## config.mk

```make
export PLATFORM = sky130hd
export DESIGN_NAME = instr_decode_pipe
export DESIGN_NICKNAME = d
export VERILOG_FILES = /design/src/rtl/instr_decode_pipe.sv
export SDC_FILE = /design/constraint.sdc
export NUM_CORES = 1
export LEC_CHECK = 0
export ABC_CLOCK_PERIOD_IN_PS = 11750
export BUFFER_PORTS_ARGS = -buffer_cell sky130_fd_sc_hd__buf_2
export CAP_MARGIN = 30
export CORE_MARGIN = 1.5
export CORE_UTILIZATION = 41
export CTS_CLUSTER_DIAMETER = 40
export DETAILED_ROUTE_END_ITERATION = 12
export GPL_TIMING_DRIVEN = 0
export PLACE_DENSITY = 0.79
export SYNTH_ARGS = -nofsm -noshare
export SYNTH_HDL_FRONTEND = slang
export SYNTH_SLANG_ARGS = --single-unit
```

## constraint.sdc

```tcl
create_clock -name clk -period 11.75 [get_ports clk]
set_clock_uncertainty 0.05 [all_clocks]
set_input_delay 1.175 -clock clk [delete_from_list [all_inputs] [get_ports clk]]
set_output_delay 1.175 -clock clk [all_outputs]
set_load 0.05 [all_outputs]
```

## src/rtl/instr_decode_pipe.sv

```systemverilog
// ---------------------------------------------------------------------------
// instr_decode_pipe
//   Two-entry (main + skid) elastic buffer in front of a MIPS-style field
//   decoder. Each beat carries LANES 32-bit instructions and the PC of lane 0.
//   The decoded fields always reflect the main entry and are forced to zero
//   whenever no beat is presented.
//
// Ports
//   clk, reset            rising-edge clock, asynchronous active-high reset
//   in_valid/in_ready     input handshake (in_ready is a pure register)
//   in_instr, in_pc       LANES instructions, PC of lane 0
//   flush                 synchronous discard of every buffered beat
//   out_valid/out_ready   output handshake
//   out_pc                PC of lane 0 of the presented beat
//   out_opcode ... out_class   per-lane decoded fields
//   dec_count             saturating count of delivered instructions
// ---------------------------------------------------------------------------
module instr_decode_pipe #(
  parameter int LANES = 1,
  parameter int CNT_W = 16
) (
  input  logic                  clk,
  input  logic                  reset,
  input  logic                  in_valid,
  output logic                  in_ready,
  input  logic [32*LANES-1:0]   in_instr,
  input  logic [31:0]           in_pc,
  input  logic                  flush,
  output logic                  out_valid,
  input  logic                  out_ready,
  output logic [31:0]           out_pc,
  output logic [6*LANES-1:0]    out_opcode,
  output logic [6*LANES-1:0]    out_funct,
  output logic [5*LANES-1:0]    out_rs,
  output logic [5*LANES-1:0]    out_rt,
  output logic [5*LANES-1:0]    out_rd,
  output logic [5*LANES-1:0]    out_shamt,
  output logic [16*LANES-1:0]   out_imm16,
  output logic [26*LANES-1:0]   out_imm26,
  output logic [32*LANES-1:0]   out_simm32,
  output logic [32*LANES-1:0]   out_jtarget,
  output logic [2*LANES-1:0]    out_class,
  output logic [CNT_W-1:0]      dec_count
);

  typedef enum logic [1:0] {EMPTY, ONE, TWO} state_t;

  state_t                state_reg, state_next;
  logic                  in_ready_reg;
  logic [32*LANES-1:0]   main_instr_reg, skid_instr_reg;
  logic [31:0]           main_pc_reg, skid_pc_reg;
  logic [CNT_W-1:0]      count_reg;

  logic                  valid;
  logic                  in_fire, out_fire;
  // Three spare bits keep the add of LANES from wrapping for any legal CNT_W.
  logic [CNT_W+2:0]      count_sum;
  logic [CNT_W-1:0]      count_next;

  assign valid    = (state_reg != EMPTY);
  assign in_fire  = in_valid && in_ready_reg;
  assign out_fire = valid && out_ready;

  assign count_sum  = {3'b000, count_reg} + (CNT_W+3)'(LANES);
  assign count_next = (count_sum > {3'b000, {CNT_W{1'b1}}}) ? {CNT_W{1'b1}}
                                                            : count_sum[CNT_W-1:0];

  always_comb begin
    state_next = state_reg;
    if (flush) begin
      state_next = EMPTY;
    end else begin
      case (state_reg)
        EMPTY:   if (in_fire) state_next = ONE;
        ONE: begin
          if (in_fire && !out_fire)      state_next = TWO;
          else if (!in_fire && out_fire) state_next = EMPTY;
        end
        TWO:     if (out_fire) state_next = ONE;
        default: state_next = EMPTY;
      endcase
    end
  end

  always_ff @(posedge clk or posedge reset) begin
    if (reset) begin
      state_reg      <= EMPTY;
      in_ready_reg   <= 1'b0;
      main_instr_reg <= '0;
      skid_instr_reg <= '0;
      main_pc_reg    <= '0;
      skid_pc_reg    <= '0;
      count_reg      <= '0;
    end else begin
      state_reg    <= state_next;
      // Registered ready: derived from the next state so out_ready never
      // reaches in_ready combinationally.
      in_ready_reg <= (state_next != TWO);
      if (!flush) begin
        case (state_reg)
          EMPTY: begin
            if (in_fire) begin
              main_instr_reg <= in_instr;
              main_pc_reg    <= in_pc;
            end
          end
          ONE: begin
            if (in_fire && out_fire) begin
              main_instr_reg <= in_instr;
              main_pc_reg    <= in_pc;
            end else if (in_fire) begin
              skid_instr_reg <= in_instr;
              skid_pc_reg    <= in_pc;
            end
          end
          TWO: begin
            if (out_fire) begin
              main_instr_reg <= skid_instr_reg;
              main_pc_reg    <= skid_pc_reg;
            end
          end
          default: ;
        endcase
        if (out_fire) count_reg <= count_next;
      end
    end
  end

  assign in_ready  = in_ready_reg;
  assign out_valid = valid;
  assign out_pc    = valid ? main_pc_reg : 32'd0;
  assign dec_count = count_reg;

  generate
    for (genvar gi = 0; gi < LANES; gi++) begin : g_lane
      // Top nibble of (lane PC + 4) only moves when the low 28 bits carry
      // out, i.e. when pc[27:0] >= 2^28 - 4*(gi+1).
      localparam logic [27:0] WRAP_AT = 28'(32'h1000_0000 - 32'(4*(gi+1)));

      logic [31:0] ins;
      logic [5:0]  op;
      logic        carry;
      logic [3:0]  pc4_hi;
      logic [1:0]  cls;

      assign ins    = main_instr_reg[32*gi +: 32];
      assign op     = ins[31:26];
      assign carry  = (main_pc_reg[27:0] >= WRAP_AT);
      assign pc4_hi = main_pc_reg[31:28] + {3'b000, carry};

      always_comb begin
        cls = 2'b01;
        if (op == 6'd0)                     cls = 2'b00;
        else if (op == 6'd2 || op == 6'd3)  cls = 2'b10;
        else if (op[5:2] == 4'b0100)        cls = 2'b11;
      end

      assign out_opcode [6*gi  +: 6]  = valid ? op          : '0;
      assign out_funct  [6*gi  +: 6]  = valid ? ins[5:0]    : '0;
      assign out_rs     [5*gi  +: 5]  = valid ? ins[25:21]  : '0;
      assign out_rt     [5*gi  +: 5]  = valid ? ins[20:16]  : '0;
      assign out_rd     [5*gi  +: 5]  = valid ? ins[15:11]  : '0;
      assign out_shamt  [5*gi  +: 5]  = valid ? ins[10:6]   : '0;
      assign out_imm16  [16*gi +: 16] = valid ? ins[15:0]   : '0;
      assign out_imm26  [26*gi +: 26] = valid ? ins[25:0]   : '0;
      assign out_simm32 [32*gi +: 32] = valid ? {{16{ins[15]}}, ins[15:0]} : '0;
      assign out_jtarget[32*gi +: 32] = valid ? {pc4_hi, ins[25:0], 2'b00} : '0;
      assign out_class  [2*gi  +: 2]  = valid ? cls         : '0;
    end
  endgenerate

endmodule

```

==> reports/qor.yml <==
place:
  hpwl_um: 14270
  dpl.cell_count: 1240
  gp_congestion: 0.8547
  port_buffers: 256
  place_ws_ns: 7.932
  post_dp_cell_area_mm2: 0.009508
routing:
  routed_wl_um: 19350
  drt.antenna.violating_nets: 0
  drc: 0
  first_pass_iters: 4
  wl_per_cell_um: 15.21
  drtIter0Drc: 267
  vias: 6194
  via_per_inst: 4.869
timing:
  maxSlewViolCount: 0
  post-route-min-period_ns: 4.169
  setup_tns_ns: 0
  max_freq_ghz: 0.2399
  hold_viol: 0
  rsz0062_at_grt: "no"
  hold_ws_ns: 0.4199
  fin_crit_sh: 0.3548
  finalSetupViolCount: 0
  maxSlewHeadroom: 0.4569
  worst_slack_ns: 7.581
  worst_slew_pin_slew_ns: 0.8108
power_and_ir_drop:
  p_int_mw: 1.219
  swShare: 0.3673
  totalPowerFinal_mw: 1.926
  switching_power_mw: 0.7077
  power_frac_comb: 0.326
  p_leak_nw: 5.215
  vdd_drop_max_mv: 0.1002
  pwr-share-seq: 0.367
  power.density_mw_per_mm2: 189.8
  clkPwrFrac: 0.307
critical_path:
  path_max_fanout: 21
  cpPeakStageDelay_ns: 0.61
  required_ns: 10.53
  slowest_stage: "and2_1"
  worst_setup_path_start_kind: "flip-flop"
  cp_common_cell: "clkbuf_1"
  cp.arrival_ns: 2.94
  crit_chain: "nor2_2 -> clkinv_4 -> clkbuf_1 -> clkbuf_1 -> and2_1 -> buf_4 -> buf_2"
  crit_path_end_kind: "primary output"
  crit_type: "flip-flop to primary output"
synth:
  synth_area_mm2: 0.007898
  yosysTopAreaCell: "dfrtp_1"
  synth_top_cell_area_share: 0.4658
  synthTopCellsByArea: "dfrtp_1 (47%), buf_4 (9.8%), mux2_2 (9.3%), mux2i_1 (8.4%), and2_1 (5.1%)"
  synth_cell_type_count: 59
  ys_ff_latch: 147
  synth_area_per_cell_um2: 10.56
  synth_warnings: 0
  synthFlopType: "dfrtp_1"
  synth_edf_count: 0
  async_reset_ff_frac: 1.000
  yosysSeqAreaShare: 0.4658
  syn_inst: 748
floorplan:
  initial_core_util: 0.4208
  placementRows: 50
  fp.dieW_um: 141.8
  pin_count: 259
  dieHeight_um: 141.8
  die-area_mm2: 0.02010
  core_mm2: 0.01877
finish:
  area_delta_synth_final_pct: 28.55
  stdcell_count: 1272
  final_area_mm2: 0.01015
  drive_gt1_frac: 0.4769
  finalNetCount: 1098
  finish.utilization: 0.5409
  diodes: 0
global_route:
  antenna_found_initial: 0
  grt_overflow_total: 0
  grt_max_degree: 98
  grt_pass1_wl_um: 30550
  grt.total_usage: 0.1957
  grt_pass1_vias: 5966
job:
  cap_violations: 0
clocking:
  cts_max_level: 4
  worst_skew_pair.late_latency_ns: 0.42
  cts_buffers: 17
  clk_pin_slew_ns: 0.06
  clk_path_buf_depth: 2
  postCtsHoldBufs: 0
  root_buffer: "clkbuf_16"
  cts_num_sinks: 147
  cts_tree: "built"
  cts_setup_buffers: 0
  ctsResizeCount: 0
worst_hold_path:
  min-delay-path-class: "flip-flop to flip-flop"
status:
  status: "finished, final reports clean"
## layer usage
| metal | up-vias | share of wire | GRT usage | wire length (um) |
|---|---|---|---|---|
| li1 | 3016 | - | - | - |
| met1 | 2927 | 0.43 | 0.2387 | 8266 |
| met2 | 223 | 0.49 | 0.3361 | 9438 |
| met3 | 28 | 0.067 | 0.04860 | 1300 |
| met4 | 0 | 0.018 | 0.07054 | 342 |
| met5 | - | 0 | 0 | 0 |
## synthesized netlist by cell type (4+ instances only)
cell type / n
nor2_1: 18
dfrtp_1: 147
nand3_1: 6
buf_4: 103
o21ai_0: 71
nor3_1: 4
inv_1: 4
nand2_1: 71
and2_1: 65
a21oi_1: 15
ha_1: 4
clkbuf_1: 18
mux2i_1: 66
a31oi_1: 6
buf_2: 16
nand4_1: 9
mux2_2: 65
## critical path: cells and delay by family (launching register included)
family        cells  cell delay, ns
flops             1            0.45
simple gates      2            0.76
buf+inv           5            1.31
## worst paths after layout
| check | start | endpoint | slack (ns) | cells past startpoint |
|---|---|---|---|---|
| worst max-delay path | state_reg[1] | out_rd[4] | 7.58 | 7 |
| worst max register to register | dec_count[0] | dec_count[7] | 9.33 | 8 |
| max in group asynchronous | reset | skid_pc_reg[28] | 10.08 | 3 |
| min in group asynchronous | reset | dec_count[1] | 0.74 | 2 |
| worst min-delay path | g_lane[0].ins[15] | g_lane[0].ins[15] | 0.42 | 2 |
| worst min register to register | g_lane[0].ins[15] | g_lane[0].ins[15] | 0.42 | 2 |
## cells in the final DEF (no fill, tap or decap), types with 3 or more instances in the layout
cell type / count
buf_2: 272
dfrtp_1: 147
buf_4: 103
nand2_1: 71
o21ai_0: 71
mux2i_1: 66
mux2_2: 65
and2_1: 65
clkbuf_1: 19
nor2_1: 18
clkbuf_16: 17
a21oi_1: 15
nand4_1: 9
a31oi_1: 6
nand3_1: 6
nor3_1: 4
clkbuf_8: 4
ha_1: 4
bufinv_16: 4
and3_2: 3
xnor2_1: 3
nor4_1: 3
xor2_1: 3
inv_1: 3
inv_6: 3
clkinvlp_4: 3
## logic make-up after synthesis
kind of cell             after synthesis  share of synthesized area
flip-flops                           147                     0.4658
AND/OR/NAND/NOR                      206                     0.1415
buffers and inverters                149                     0.1296
XOR/XNOR                               6                   0.006655
multiplexers                         131                     0.1763
AO/OA/AOI/OAI                        104                    0.07335
other                                  1                  0.0004748
adder cells (fa/ha/maj)                4                   0.006337
## power by group through the flow
| stage | Sequential, mW | Clock (mW) | Combinational (mW) |
|---|---|---|---|
| 6_report | 0.707 | 0.591 | 0.628 |
| 5_1_grt | 0.724 | 0.623 | 0.676 |
| 4_1_cts | 0.707 | 0.602 | 0.633 |
| 3_5_place_dp | 0.716 | 0 | 0.631 |
| 3_3_place_gp | 0.709 | 0 | 0.619 |
| 2_1_floorplan | 0.732 | 0 | 0.466 |
## layout make-up
| type | instances | area (um^2) |
|---|---|---|
| Multi-Input combinational cell | 453 | 3199 |
| Timing Repair Buffer | 257 | 1309 |
| Clock inverter | 11 | 173.9 |
| Inverter | 5 | 28.78 |
| Tap cell | 234 | 292.8 |
| Buffer | 144 | 999.7 |
| Fill cell | 1684 | 8616 |
| Sequential cell | 147 | 3679 |
| Clock buffer | 21 | 470.5 |
Power figures use the tool's default switching activity.
